===== src/rtl/system_ecc_scrubber.sv =====
// system_ecc_scrubber
// Background scrubber for memory that holds 13-bit SECDED codewords from
// system_ecc_encoder. It walks every address, reads the word, and
// classifies it. Correctable words are written back fixed.
// Uncorrectable words are counted, their address is logged, and a sticky
// interrupt is raised. The memory port is shared with the functional path
// through an external arbiter using a req/gnt handshake.
//
// Ports:
//   clk, rst_n         clock, asynchronous active-low reset
//   scrub_en           level enable; a word in flight always completes
//   clr_counts         synchronous clear of both counters and err_irq
//   mem_req/mem_we     registered request and direction (1 = write)
//   mem_addr           registered access address
//   mem_wdata          registered corrected codeword for write-back
//   mem_gnt            arbiter grant; an access is taken on mem_req & mem_gnt
//   mem_rvalid/rdata   read return, one or more cycles after the grant
//   busy               high outside IDLE/WAIT
//   pass_done          one-cycle pulse when the address wraps to 0
//   corr_count         saturating count of corrected words
//   uncorr_count       saturating count of uncorrectable words
//   last_uncorr_addr   address of the most recent uncorrectable word
//   err_irq            sticky, set on an uncorrectable word
module system_ecc_scrubber #(
  parameter int ADDR_WIDTH = 6,
  parameter int INTERVAL   = 16,
  parameter int CNT_WIDTH  = 16
) (
  input  logic                  clk,
  input  logic                  rst_n,
  input  logic                  scrub_en,
  input  logic                  clr_counts,
  output logic                  mem_req,
  output logic                  mem_we,
  output logic [ADDR_WIDTH-1:0] mem_addr,
  output logic [12:0]           mem_wdata,
  input  logic                  mem_gnt,
  input  logic                  mem_rvalid,
  input  logic [12:0]           mem_rdata,
  output logic                  busy,
  output logic                  pass_done,
  output logic [CNT_WIDTH-1:0]  corr_count,
  output logic [CNT_WIDTH-1:0]  uncorr_count,
  output logic [ADDR_WIDTH-1:0] last_uncorr_addr,
  output logic                  err_irq
);

  // The timer holds INTERVAL-1 at most. It is never narrower than one bit.
  localparam int TIMER_WIDTH = (INTERVAL > 1) ? $clog2(INTERVAL) : 1;
  localparam logic [TIMER_WIDTH-1:0] TIMER_LOAD = TIMER_WIDTH'(INTERVAL - 1);

  typedef enum logic [2:0] {
    S_IDLE, S_WAIT, S_RD_REQ, S_RD_WAIT, S_CHECK, S_WR_REQ, S_NEXT
  } state_t;

  state_t                  state, state_next;
  logic [ADDR_WIDTH-1:0]   addr;
  logic [TIMER_WIDTH-1:0]  timer;
  logic [12:0]             rd_word;
  logic [3:0]              syn;
  logic                    pm;
  logic                    is_corr;
  logic                    is_uncorr;
  logic [12:0]             corrected;

  // Hamming positions are bit index + 1. Each syndrome bit covers the
  // positions that have the matching position bit set. The check bits sit
  // at bits 0, 1, 3 and 7, so the stored parity folds into the same XOR.
  assign syn[0] = ^{rd_word[0], rd_word[2], rd_word[4], rd_word[6], rd_word[8], rd_word[10]};
  assign syn[1] = ^{rd_word[1], rd_word[2], rd_word[5], rd_word[6], rd_word[9], rd_word[10]};
  assign syn[2] = ^{rd_word[3], rd_word[4], rd_word[5], rd_word[6], rd_word[11]};
  assign syn[3] = ^{rd_word[7], rd_word[8], rd_word[9], rd_word[10], rd_word[11]};
  assign pm     = ^rd_word;

  // Classify the captured word. Flipping a single bit is the correction.
  // A syndrome of 0 with odd overall parity means the parity bit itself
  // flipped. Syndromes 13..15 point outside the word and cannot be fixed.
  always_comb begin
    corrected = rd_word;
    is_corr   = 1'b0;
    is_uncorr = 1'b0;
    if (pm) begin
      if (syn == 4'd0) begin
        corrected[12] = ~rd_word[12];
        is_corr       = 1'b1;
      end else if (syn <= 4'd12) begin
        for (int i = 0; i < 12; i++) begin
          if (syn == 4'(i + 1)) corrected[i] = ~rd_word[i];
        end
        is_corr = 1'b1;
      end else begin
        is_uncorr = 1'b1;
      end
    end else if (syn != 4'd0) begin
      is_uncorr = 1'b1;
    end
  end

  // Next-state logic. scrub_en is only consulted in IDLE, WAIT and NEXT.
  // A word that has already started therefore runs to completion.
  always_comb begin
    state_next = state;
    case (state)
      S_IDLE:    if (scrub_en) state_next = S_WAIT;
      S_WAIT:    if (!scrub_en) state_next = S_IDLE;
                 else if (timer == '0) state_next = S_RD_REQ;
      S_RD_REQ:  if (mem_gnt) state_next = S_RD_WAIT;
      S_RD_WAIT: if (mem_rvalid) state_next = S_CHECK;
      S_CHECK:   state_next = is_corr ? S_WR_REQ : S_NEXT;
      S_WR_REQ:  if (mem_gnt) state_next = S_NEXT;
      S_NEXT:    state_next = scrub_en ? S_WAIT : S_IDLE;
      default:   state_next = S_IDLE;
    endcase
  end

  assign busy = (state != S_IDLE) && (state != S_WAIT);

  // State, address walk and inter-access timer.
  // The timer is reloaded on every entry to WAIT, which gives INTERVAL
  // idle cycles between word accesses.
  always_ff @(posedge clk or negedge rst_n) begin
    if (!rst_n) begin
      state     <= S_IDLE;
      addr      <= '0;
      timer     <= '0;
      pass_done <= 1'b0;
    end else begin
      state     <= state_next;
      pass_done <= 1'b0;
      if ((state == S_IDLE && scrub_en) || state == S_NEXT) begin
        timer <= TIMER_LOAD;
      end else if (state == S_WAIT && timer != '0) begin
        timer <= timer - TIMER_WIDTH'(1);
      end
      if (state == S_NEXT) begin
        addr      <= addr + ADDR_WIDTH'(1);
        pass_done <= (addr == '1);
      end
    end
  end

  // The memory request is registered from the next state.
  // mem_req, mem_we, mem_addr and mem_wdata stay frozen while the arbiter
  // withholds the grant. Reset drops mem_req asynchronously.
  always_ff @(posedge clk or negedge rst_n) begin
    if (!rst_n) begin
      mem_req   <= 1'b0;
      mem_we    <= 1'b0;
      mem_addr  <= '0;
      mem_wdata <= '0;
      rd_word   <= '0;
    end else begin
      mem_req <= (state_next == S_RD_REQ) || (state_next == S_WR_REQ);
      mem_we  <= (state_next == S_WR_REQ);
      if (state_next == S_RD_REQ) mem_addr <= addr;
      if (state == S_RD_WAIT && mem_rvalid) rd_word <= mem_rdata;
      if (state == S_CHECK && is_corr) mem_wdata <= corrected;
    end
  end

  // Error logging. The counters saturate at all-ones.
  // A clear in the same cycle as an increment or an irq set wins.
  // last_uncorr_addr survives a clear so the location is still known.
  always_ff @(posedge clk or negedge rst_n) begin
    if (!rst_n) begin
      corr_count       <= '0;
      uncorr_count     <= '0;
      last_uncorr_addr <= '0;
      err_irq          <= 1'b0;
    end else begin
      if (state == S_CHECK && is_uncorr) last_uncorr_addr <= addr;
      if (clr_counts) begin
        corr_count   <= '0;
        uncorr_count <= '0;
        err_irq      <= 1'b0;
      end else if (state == S_CHECK) begin
        if (is_corr && corr_count != '1) corr_count <= corr_count + CNT_WIDTH'(1);
        if (is_uncorr) begin
          err_irq <= 1'b1;
          if (uncorr_count != '1) uncorr_count <= uncorr_count + CNT_WIDTH'(1);
        end
      end
    end
  end

endmodule


===== config.mk =====
export PLATFORM = sky130hd
export DESIGN_NAME = system_ecc_scrubber
export DESIGN_NICKNAME = d
export VERILOG_FILES = /design/src/rtl/system_ecc_scrubber.sv
export SDC_FILE = /design/constraint.sdc
export NUM_CORES = 1
export LEC_CHECK = 0
export CORE_AREA = 2 2 90 113
export DETAILED_ROUTE_END_ITERATION = 12
export DIE_AREA = 0 0 92 115
export PLACE_DENSITY_LB_ADDON = 0.05
export REMOVE_ABC_BUFFERS = 1
export SYNTH_ARGS = -nofsm -noshare
export SYNTH_HDL_FRONTEND = slang
export SYNTH_SLANG_ARGS = --single-unit

===== constraint.sdc =====
create_clock -name clk -period 3.1 [get_ports clk]
set_input_delay 0.62 -clock clk [delete_from_list [all_inputs] [get_ports clk]]
set_output_delay 0.62 -clock clk [all_outputs]
set_load 0.02 [all_outputs]

== After elaboration in Yosys (flattened, before gate mapping) ==
Index checks and enable logic that the tools add are counted.
Widths: inputs -> output; s select.
Storage, ports and cells
  register bits: 87
  input bits: 19
  output and inout port bits: 62
  word-level logic and storage cells: 128
Cells by class
  add/subtract/negate cells: 4
  magnitude comparators: 1
  equality and inequality tests: 24
  multiplexer cells: 45
  bitwise logic cells: 13
  reduce and logical (&&, ||, !) cells: 28
Operator list (count)
  $mux 16: 7
  $add 16x1->16 const B: 2
  $ne 16x16->1 const B: 2
  $mux 1: 25
  $mux 12: 2
  $pmux 3 s7: 1
  $eq 4x4->1 const B: 5
  $mux 3: 6
  $eq 4x3->1 const B: 4
  $mux 13: 1
  $not 1->1: 13
  $reduce_xor 13->1: 1
  $eq 3x3->1 const B: 4
  $reduce_xor 6->1: 2
  $reduce_bool 2->1: 5
  $reduce_xor 5->1: 2
  $eq 3x2->1 const B: 3
  $eq 4x2->1 const B: 2
  $logic_not 4->1: 2
  $mux 4: 2
  $reduce_bool 4->1: 2
  $logic_and 1x1->1: 7
  $add 6x1->6 const B: 1
  $eq 6x6->1 const B: 1
  11 further kinds: 13

== Longest topological paths before layout ==
  depth after elaboration: 9
  gate-level depth with buffers: 11
  gate-level depth less buffers: 8

== Worst setup path before layout ==
OpenSTA, ideal clock, no wires.
  path kind: register -> register
  from: register rd_word[5]
  to: register uncorr_count[10]
  library setup time: 119 ps
  arrival: 2581 ps
  required time: 2981 ps
  path slack: 400 ps
  stages on the path, launching flop included: 10
  buffers on the path: 2
  clock period less this slack: 2700 ps
  cells stage by stage: dfrtp_1 -> buf_2 -> xnor3_2 -> xor2_1 -> nor3_4 -> a2111oi_2 -> nand4b_2 -> buf_2 -> o31a_1 -> o21a_1
Between the ends
  word-level cells in the longest chain between the ends: 7
  elaborated cells on any way between the ends: 12
  those cells by class: order compare: 1; mux: 4; reduce/logical: 7
Ends and longest elaborated chain
  from (decl): line 59  | logic [12:0] rd_word;
  from (signal assigned): line 156  | if (state == S_RD_WAIT && mem_rvalid) rd_word <= mem_rdata;
  $reduce_xor 6->1 or $reduce_xor 5->1 (tied branches): line 70, 71
  $le 4x4->1: line 86  | end else if (syn <= 4'd12) begin
  $mux 1: line 86
  $mux 1: line 83  | if (syn == 4'd0) begin
  $mux 1 (*): line 82  | if (pm) begin
  $reduce_bool 2->1 (no source line) (*)
  $reduce_and 3->1 (no source line) (*)
  to (signal assigned): line 180  | if (uncorr_count != '1) uncorr_count <= uncorr_count + CNT_WIDTH'(1);
  to (decl): line 43  | output logic [CNT_WIDTH-1:0] uncorr_count,
Every way passes the cells marked *; elsewhere a longest branch is shown, timed or not.
A chain may end at the register's enable or synchronous reset.

== Worst setup path in the final report ==
  from: register rd_word[10]
  to: register corr_count[5]
Between the ends
  word-level cells in the longest chain between the ends: 8
  elaborated cells on any way between the ends: 12
  those cells by class: order compare: 1; mux: 3; reduce/logical: 8
Ends and longest elaborated chain
  $reduce_xor 6->1, or another cell as far along: line 69  | assign syn[0] = ^{rd_word[0], rd_word[2], rd_word[4], rd_word[6], rd_word[8], rd_word[10]};
  $le 4x4->1: line 86
  $mux 1: line 86
  $mux 1: line 83
  $mux 1 (*): line 82
  $logic_and 1x1->1 (*): line 177  | if (is_corr && corr_count != '1) corr_count <= corr_count + CNT_WIDTH'(1);
  $reduce_bool 2->1 (no source line) (*)
  $reduce_and 2->1 (no source line) (*)
  to (signal assigned): line 177
  to (decl): line 42  | output logic [CNT_WIDTH-1:0] corr_count,
Marked as above.

==> summary by stage <==
Timing
The tightest slew margin relative to the limit is roughly three fifths. The post-layout minimum cycle time is 2.942 ns. The post-route clock period utilization is 94.91%.

The number of endpoints with negative hold slack in the final report was 0. Setup repair after global routing could not meet its margin everywhere. Summed over all failing endpoints, the final setup total negative slack is 0 ns.

For the pin with the worst max-slew slack, the measured transition is between 0.6 and 0.7 ns. The worst setup skew after layout is 0.007419 ns. The total setup violations reported at the end of the flow is 0. The top achievable clock speed is 339.9 MHz. The final count of pins violating max slew is 0. The post-layout worst setup margin is 0.1577 ns.

Cells and area
The share of final-layout standard cells stronger than drive strength 1 is 15.02%. The final core utilization is between 60% and 70%. The net count of the finished layout is 544. The most common cell after layout, fill and taps aside is dfrtp_1. The post-layout instance area is 5931 um^2. In the layout the commonest cells are 87 x dfrtp_1, 79 x clkdlybuf4s50_1, 41 x nand2_1, 37 x mux2_2, 28 x a21oi_1. The final antenna diode count is 0. From synthesis to final layout, the design area changed by 27.52%.

Place
The post-place instance area is 5588 um^2. The worst slack after detailed placement is 0.04652 ns. The final weighted congestion in routability-driven placement is 0.8641. The wire-length estimate of the detail-placed layout is 7158 um. The number of port buffers is 80.

Floorplanning
The floorplan step defined a core boundary enclosing 9509 um^2. From bottom edge to top edge, the die measures roughly 120 um. The initial core utilization is between 40% and 50%. The width of the die is 92 um. The number of placement rows is 40.

between 80 and 90 I/O pins were placed. The floorplan die area is 10,580 um^2.

Drt
The violation count after the first detailed-route iteration is 136. The average via count per standard cell is 5.606. The sum of routed wire length over all layers is 10,380 um.

The antenna violation net count after detailed routing is 0. The average wire per cell in the routed design is 15.92 um. The total number of vias is 3,655. The number of design rule violations left after detail routing is 0. The first-pass detailed-route iteration total is 4.

GRT
The initial antenna violation count is 0. The most used routing layer is met2. The via count of the first global-routing pass came to 3,482.

Global routing consumed, over all layers together, 20.03% of the routing resources. Global routing finished with a remaining overflow of 0. The first global-routing pass estimated 16,950 um of wire. Entering global routing, the biggest net connects 53 pins. The fraction of met3 tracks used by global routing is 3.866%. The met2 track demand over resource in global routing is between 30% and 40%. In the global route stage, met1 resource usage came out at approximately a quarter.

Synthesis
Counting flops and latches in the post-synthesis netlist gives 87. Yosys mapped the design onto 59 distinct sky130hd cell types. The predominant post-synthesis flop cell is dfrtp_1. After synthesis the cells add up to 4651 um^2. Yosys attributes the largest share of cell area to dfrtp_1 47%, mux2_2 9.0%, xnor2_1 4.3%.

The cell count after synthesis came out at about 440. The average size of a mapped cell is 10.55 um^2. The part of the Yosys area used for sequential elements is approximately 47%. Counting flops with an async set or reset pin after synthesis yields a share of 100.0%. The cell taking the most area after synthesis is dfrtp_1. The count of flip-flops with a built-in enable after synthesis is 0. The share of synthesized area in the top cell type comes to roughly 47%. For this run, the number of Yosys warnings is 0.

Clock network
The tree is rooted in a clkbuf_16. CTS built an H-tree with a depth of 3. After clock tree synthesis, the clock-pin slew on the worst setup and hold paths is around 0.070 ns.

The maximum root-to-sink buffer count is 2. The number of buffers inserted by hold repair at cts is 0. The clock sink count is a little under 90. TritonCTS built the clock tree. At the later pin of the worst-skew pair, clock insertion delay measures between 0.3 and 0.4 ns. TritonCTS created 9 clock buffers.

Setup path
The category of cells accounting for the largest share of critical-path delay is simple AND/OR/NAND/NOR gates. The largest fanout on the critical path is 26. STA classifies the critical path endpoint as a flip-flop. The worst endpoint required time is 3.35 ns. STA puts the critical path data arrival time at 3.20 ns. The signal on the critical path passes through xnor2_4 -> xnor3_2 -> nor3_4 -> o21ai_1 -> a31o_2 -> or4_1 -> a21oi_1. The slowest cell on the critical path is or4_1. The critical path's largest stage delay is about 0.55 ns. The buffers plus inverters on the worst setup path is 0.

STA classifies the critical path startpoint as a flip-flop. The worst setup path is of the reg2reg kind.

Run status
The run finished with clean final reports.

Job
The max-capacitance violation count is 0.

Power
The standby leakage power is 0.002463 uW. Dividing total power by cell area gives a power density of 954.8 nW/um^2. Across the VDD grid, the largest voltage drop is 0.0006690 V.

Hold path
The min-delay analysis places its worst path in the category in2async.
[report_power, final]
group	internal [uW]	switching [uW]	leakage, uW	total (uW)
registers	1320	220	0.00119	1540
clock network	636	482	0.000148	1120
logic	1320	1690	0.00113	3010
total	3270	2390	0.00246	5660
[kinds of logic after synthesis]
group	count (synthesis)	synth area share, %
and+or+nand+nor	154	18.13
AOI/OAI and AO/OA	87	12.00
DFF	87	46.81
xor gates and xnor gates	40	10.01
muxes	37	8.959
buffers and inverters	32	3.013
adders and majority gates	4	1.076
[state kept, by name, summed over array words and instances, names as in the netlist]
signal	flops
mem_addr	6
rd_word	13
err_irq	1
mem_wdata	13
last_uncorr_addr	6
mem_req	1
addr	6
pass_done	1
state	3
uncorr_count	16
timer	4
mem_we	1
corr_count	16
[per-layer routing]
metal  part of all wire (%)  vias to the layer above  routed length (um)
met5                      0                        -                   0
met4                    1.6                        0                 170
met3                    3.4                       10                 358
met2                     51                       64                5293
met1                     44                     1809                4558
li1                       -                     1772                   -
[final timing paths]
path | from | end | slack [ns] | cells after the start
worst min register to register | mem_wdata[3]$_DFFE_PN0P_ | mem_wdata[3]$_DFFE_PN0P_ | 0.49 | 1
worst max-delay path | rd_word[10]$_DFFE_PN0P_ | corr_count[5]$_DFFE_PN0P_ | 0.16 | 7
worst max register to register | rd_word[10]$_DFFE_PN0P_ | corr_count[5]$_DFFE_PN0P_ | 0.16 | 7
worst min-delay path | rst_n | corr_count[7]$_DFFE_PN0P_ | 0.24 | 1
min in group clk | mem_wdata[3]$_DFFE_PN0P_ | mem_wdata[3]$_DFFE_PN0P_ | 0.49 | 1
max in group asynchronous | rst_n | uncorr_count[0]$_DFFE_PN0P_ | 2.22 | 2
[worst reg2reg max path, cell delays in order (launching register included)]
cell     delay, ns
dfrtp_1       0.48
xnor2_4       0.26
xnor3_2       0.49
nor3_4        0.27
o21ai_1       0.17
a31o_2        0.47
or4_1         0.56
a21oi_1       0.16
[timing repair]
action / CTS / global route
setup buffers: 0 / 0
resized for setup: 0 / 4
endpoints found under the setup margin: 0 / 19
endpoints found under the hold margin: 0 / 0
[Yosys cell counts, drive strengths merged (10+ instances only)]
| library cell | instances |
|---|---|
| inv | 11 |
| nand3 | 17 |
| a21oi | 28 |
| o31ai | 10 |
| dfrtp | 87 |
| o21ai | 21 |
| or3 | 10 |
| buf | 10 |
| xnor2 | 26 |
| nor2 | 19 |
| mux2 | 37 |
| clkbuf | 11 |
| nand2 | 41 |
| or4 | 11 |
[layout make-up]
class	count	area [um^2]
fill	790	3578
multi-input combinational	323	2371
sequential	87	2177
timing repair buffer	89	878.3
clock buffer	9	225.2
tap	126	157.7
clock inverter	7	80.08
inverter	11	41.29
[through the flow]
| stage | hold slack [ns] | instances | power (uW) |
|---|---|---|---|
| 5_1_grt | 0.2749 | 652 | 6019 |
| 4_1_cts | 0.2668 | 651 | 5573 |
| 3_5_place_dp | 0.4754 | 635 | 4419 |
| 2_1_floorplan | 0.3244 | 420 | 3692 |
| 6_report | 0.2400 | 652 | 5662 |
| 3_3_place_gp | 0.4774 | 635 | 4355 |
(Power assumes the default switching activity.)
